[src/rtl/constants.sv]
// Word width and output-queue depth shared by the control unit, datapath and output port.
`ifndef CONSTANTS_SV
`define CONSTANTS_SV
`define WORD_WIDTH 16
`define OUT_DEPTH 4
`endif

[src/rtl/output_port_pkg.sv]
// Shared types and default sizing for the output port.
`include "constants.sv"

package output_port_pkg;

    localparam int DEF_DEPTH = `OUT_DEPTH;
    localparam int DEF_WIDTH = `WORD_WIDTH;

    // Per-cycle queue operation decided by the handshake logic.
    typedef struct packed {
        logic push;
        logic pop;
    } fifo_op_t;

endpackage

[src/rtl/output_port_fifo.sv]
// Storage and wrap-around pointers for the output queue; the read is
// combinational so the head word falls through to the consumer.
module out_fifo #(
    parameter int DEPTH = 4,
    parameter int WIDTH = 16
) (
    input  logic             clk,
    input  logic             rst,
    input  logic             i_push,
    input  logic             i_pop,
    input  logic [WIDTH-1:0] i_wdata,
    output logic [WIDTH-1:0] o_rdata
);

    localparam int PTR_W = $clog2(DEPTH);

    logic [WIDTH-1:0] r_mem [DEPTH];
    logic [PTR_W-1:0] r_wr_ptr;
    logic [PTR_W-1:0] r_rd_ptr;

    // DEPTH is a power of two, so natural overflow of the pointers gives the wrap.
    always_ff @(posedge clk or posedge rst) begin
        if (rst) begin
            r_wr_ptr <= '0;
            r_rd_ptr <= '0;
        end else begin
            if (i_push) begin
                r_wr_ptr <= r_wr_ptr + PTR_W'(1);
            end
            if (i_pop) begin
                r_rd_ptr <= r_rd_ptr + PTR_W'(1);
            end
        end
    end

    always_ff @(posedge clk) begin
        if (i_push) begin
            r_mem[r_wr_ptr] <= i_wdata;
        end
    end

    assign o_rdata = r_mem[r_rd_ptr];

endmodule

[src/rtl/output_port.sv]
// First-word-fall-through output queue between the OUT instruction and an
// external consumer. Define OUTPUT_OVERFLOW_EN to add the sticky overflow flag.
module output_port
    import output_port_pkg::*;
#(
    parameter int DEPTH = DEF_DEPTH,
    parameter int WIDTH = DEF_WIDTH
) (
    input  logic                         clk,
    input  logic                         rst,
    input  logic                         output_valid,
    input  logic [WIDTH-1:0]             out_data,
    output logic [WIDTH-1:0]             port_data,
    output logic                         port_valid,
    input  logic                         port_ready,
    output logic                         full,
    output logic [$clog2(DEPTH+1)-1:0]   count
`ifdef OUTPUT_OVERFLOW_EN
    ,
    output logic                         overflow
`endif
);

    localparam int CNT_W = $clog2(DEPTH+1);
    localparam logic [CNT_W-1:0] FULL_CNT = CNT_W'(DEPTH);

    logic [CNT_W-1:0] r_count;
    logic             w_valid;
    logic             w_full;
    logic [WIDTH-1:0] w_rdata;
    fifo_op_t         w_op;

    assign w_valid = (r_count != '0);
    assign w_full  = (r_count == FULL_CNT);

    // A full queue still accepts a word when the head leaves in the same cycle.
    always_comb begin
        w_op.pop  = w_valid && port_ready;
        w_op.push = output_valid && (!w_full || w_op.pop);
    end

    always_ff @(posedge clk or posedge rst) begin
        if (rst) begin
            r_count <= '0;
        end else begin
            case ({w_op.push, w_op.pop})
                2'b10:   r_count <= r_count + CNT_W'(1);
                2'b01:   r_count <= r_count - CNT_W'(1);
                default: r_count <= r_count;
            endcase
        end
    end

    out_fifo #(
        .DEPTH (DEPTH),
        .WIDTH (WIDTH)
    ) u_fifo (
        .clk     (clk),
        .rst     (rst),
        .i_push  (w_op.push),
        .i_pop   (w_op.pop),
        .i_wdata (out_data),
        .o_rdata (w_rdata)
    );

    assign port_valid = w_valid;
    assign port_data  = w_valid ? w_rdata : '0;
    assign full       = w_full;
    assign count      = r_count;

`ifdef OUTPUT_OVERFLOW_EN
    logic r_overflow;

    always_ff @(posedge clk or posedge rst) begin
        if (rst) begin
            r_overflow <= 1'b0;
        end else if (output_valid && !w_op.push) begin
            r_overflow <= 1'b1;
        end
    end

    assign overflow = r_overflow;
`endif

endmodule

[config.mk]
export PLATFORM = sky130hd
export DESIGN_NAME = output_port
export DESIGN_NICKNAME = d
export VERILOG_FILES = /design/src/rtl/output_port_pkg.sv /design/src/rtl/output_port_fifo.sv /design/src/rtl/output_port.sv
export VERILOG_INCLUDE_DIRS = /design/src /design/src/rtl
export SDC_FILE = /design/constraint.sdc
export NUM_CORES = 1
export LEC_CHECK = 0
export ABC_AREA = 1
export CORE_MARGIN = 5
export CORE_UTILIZATION = 59
export DETAILED_ROUTE_END_ITERATION = 8
export GPL_TIMING_DRIVEN = 0
export PLACE_DENSITY = 0.93
export SLEW_MARGIN = 20
export SYNTH_ARGS = -nofsm -noshare
export SYNTH_HDL_FRONTEND = slang
export SYNTH_SLANG_ARGS = --single-unit
[constraint.sdc]
create_clock -name clk -period 5.3 [get_ports clk]
set_input_delay 1.06 -clock clk [delete_from_list [all_inputs] [get_ports clk]]
set_output_delay 1.06 -clock clk [all_outputs]
set_load 0.1 [all_outputs]
==> reports/metrics.yaml <==
die:
  chipWidth_um: 84.5
  initial_utilization_pct: 60.2
  die_y_um: 84.5
  core_area_um2: 5440
  core.rowCount: 27
  io_pins: 41
  dieArea_um2: 7140
synth:
  synthCells: 313
  async_flop_share_pct: 9.86
  synth_flop_cell: "edfxtp_1"
  synth_compound_area_share_pct: 3.90
  synthTopCellsByArea: "edfxtp_1 59%, inv_1 9.1%, nand2_1 8.8%, dfrtp_1 5.3%, nand3_1 5.3%"
  synth_most_common_cell: "inv_1"
  synth_common_cells: "79 x inv_1, 77 x nand2_1, 64 x edfxtp_1"
  synth_top_area_share_pct: 58.7
  ys_types: 23
  yosys.area_share.adder_pct: 2.52
  yosys.area.top_type: "edfxtp_1"
  yosys_warnings: 0
  netlist_area_um2: 3280
  syn_nets: 339
  synth-simple-area-share_pct: 16.3
  syn_area_per_cell_um2: 10.5
  synth-edff-count: 64
  ys_ff_latch: 71
  synth.area.mux_share_pct: 0
  synth-seq-area-share_pct: 64.0
  synth_top_family_by_area: "simple AND/OR/NAND/NOR gates"
  yosys.area_share.xor_xnor_pct: 0.535
cts:
  numCtsBuffers: 9
  clock_sinks: 71
  clockRootBuffer: "clkbuf_8"
  post_cts_buffers: 0
  cts_tree: "yes"
  h-tree-depth: 3
  clk_pin_slew_worst_paths_ps: 70
  clk_latency_ps: 360
  postCtsHoldBufs: 0
  cts_resized: 0
  clk_path_buf_depth: 2
timing:
  fin_crit_sh_pct: 71.0
  holdWs_ps: 544
  rsz0062_at_grt: "false"
  finalHoldViolCount: 0
  worst_pin_slew_ps: 1000
  maxSlewHeadroom_pct: 32.9
  fmax_mhz: 266
  slew_violations: 0
  tns_ps: 0
  skew_ps: 16.8
  setup_viol: 0
  min_period_ps: 3760
global_routing:
  grt_pass1_wl_mm: 11.4
  grt_pass1_vias: 2347
  antenna_found_initial: 0
  grt_usage_pct: 21.5
  grt_remaining_overflow: 0
  grt_max_degree: 13
place:
  io_buffers: 40
  place_inst: 429
  gp_congestion: 0.783
  hpwl_mm: 4.90
cells_and_area:
  instances_no_fill: 445
  area_delta_synth_final_pct: 22.8
  diodes: 0
  nets: 394
  regArea_um2: 2100
  multi_input_area_um2: 773
  drive_above_1_share_pct: 13.7
  nFillCells: 345
  utilization_pct: 74.0
critical_path:
  cpMaxStageDelayCell: "clkdlybuf4s50_1"
  startpoint_type: "register"
  crit_type: "reg -> out"
  path_cells: "buf_6, buf_2, nand2_1, nand3_1, a21oi_1, clkdlybuf4s50_1"
  rr_endpoint: "count[2]$_DFFE_PP0P_"
  timing.rr.start: "count[0]$_DFFE_PP0P_"
  endpoint_kind: "primary output"
  max_stage_delay_ps: 1180
  rrSetupSlack_ps: 3270
  arrival_ps: 2700
  crit_path_max_fanout: 10
  crit_required_ps: 4240
  r2r.worst_path.cells: 10
route:
  drc: 0
  wirelength_mm: 7.34
  drt_iter0_drc: 245
  vias: 2324
  via_per_inst: 5.22
  ant_nets: 0
  drt-pass1-iter-count: 5
  avgRoutedWirePerCell_um: 16.5
worst_hold_path:
  hold_start: "u_fifo.r_wr_ptr[1]$_DFFE_PP0P_"
  hold-path-cell-count: 2
  worstHoldEndpoint: "u_fifo.r_wr_ptr[1]$_DFFE_PP0P_"
  hold_class: "reg -> reg"
status:
  status: "complete, no violations"
run:
  cap_violations: 0
==> worst max-delay path, delay by kind of cell, from the launching register on <==
family                 cells  cell delay (ps)
AOI/OAI and AO/OA          1              210
and+or+nand+nor            2              240
DFF                        1              380
buffers and inverters      3             1520
==> cell families (layout without fill, tap and decap cells) <==
logic type      after synthesis  after routing
fa+ha+maj                     6              6
compound gates               18             18
simple gates                123            123
flops                        71             71
buf+inv                      93            153
xor+xnor                      2              2
==> sequential cells by signal (all words and copies together), names as in the netlist <==
name,cells
u_fifo.r_mem,64
count,3
u_fifo.r_wr_ptr,2
u_fifo.r_rd_ptr,2
==> routing by layer <==
metal | wire length [um] | up-vias | global-route usage (%)
met5 | 0 | - | 0
met4 | 197 | 0 | 10.9
li1 | - | 1089 | -
met3 | 638 | 20 | 5.50
met1 | 2610 | 1087 | 23.5
met2 | 3890 | 128 | 38.4
==> layout make-up <==
type	instances	area share [%]
sequential	71	52.1
multi-input combinational	149	19.2
inverter	82	7.77
timing repair buffer	44	11.4
buffer	11	2.55
clock buffer	10	3.17
clock inverter	6	1.49
tap	72	2.24
==> per-stage QoR <==
stage	cell area (um2)	worst slack, ps
after floorplan	3280	977
after global routing	4020	1450
after global placement	3770	1940
after detailed placement	3840	1990
after CTS	4020	1550
final	4020	1540
==> how the worst max path moves through the flow <==
stage	slack [ps]	cells after the start	from	endpoint
6_report	1540	6	u_fifo.r_rd_ptr[0]$_DFFE_PP0P_	port_data[4]
3_3_place_gp	1940	5	port_ready	u_fifo.r_mem[0][9]$_DFFE_PP_
5_1_grt	1450	6	u_fifo.r_rd_ptr[0]$_DFFE_PP0P_	port_data[4]
4_1_cts	1550	6	u_fifo.r_rd_ptr[0]$_DFFE_PP0P_	port_data[4]
2_1_floorplan	980	2	count[2]$_DFFE_PP0P_	full
3_5_place_dp	1990	6	u_fifo.r_rd_ptr[0]$_DFFE_PP0P_	port_data[4]
==> cell usage in the layout (no fill, tap or decap), types with 2 or more instances in the layout <==
master and count:
clkinv_2 2, clkbuf_8 9, buf_6 6, edfxtp_1 64, a21oi_1 6, clkdlybuf4s50_1 40, xnor2_1 2, nor2_2 5
a21oi_2 10, ha_1 5, buf_8 5, nand3_1 35, nand2_4 2, dfrtp_1 7, inv_1 79, inv_4 2
buf_2 4, nand2_1 77, o21ai_0 2
Power is left out: the tool's default activity adds up to more than one toggle a clock period on the data nets, which glitch-free logic cannot reach.
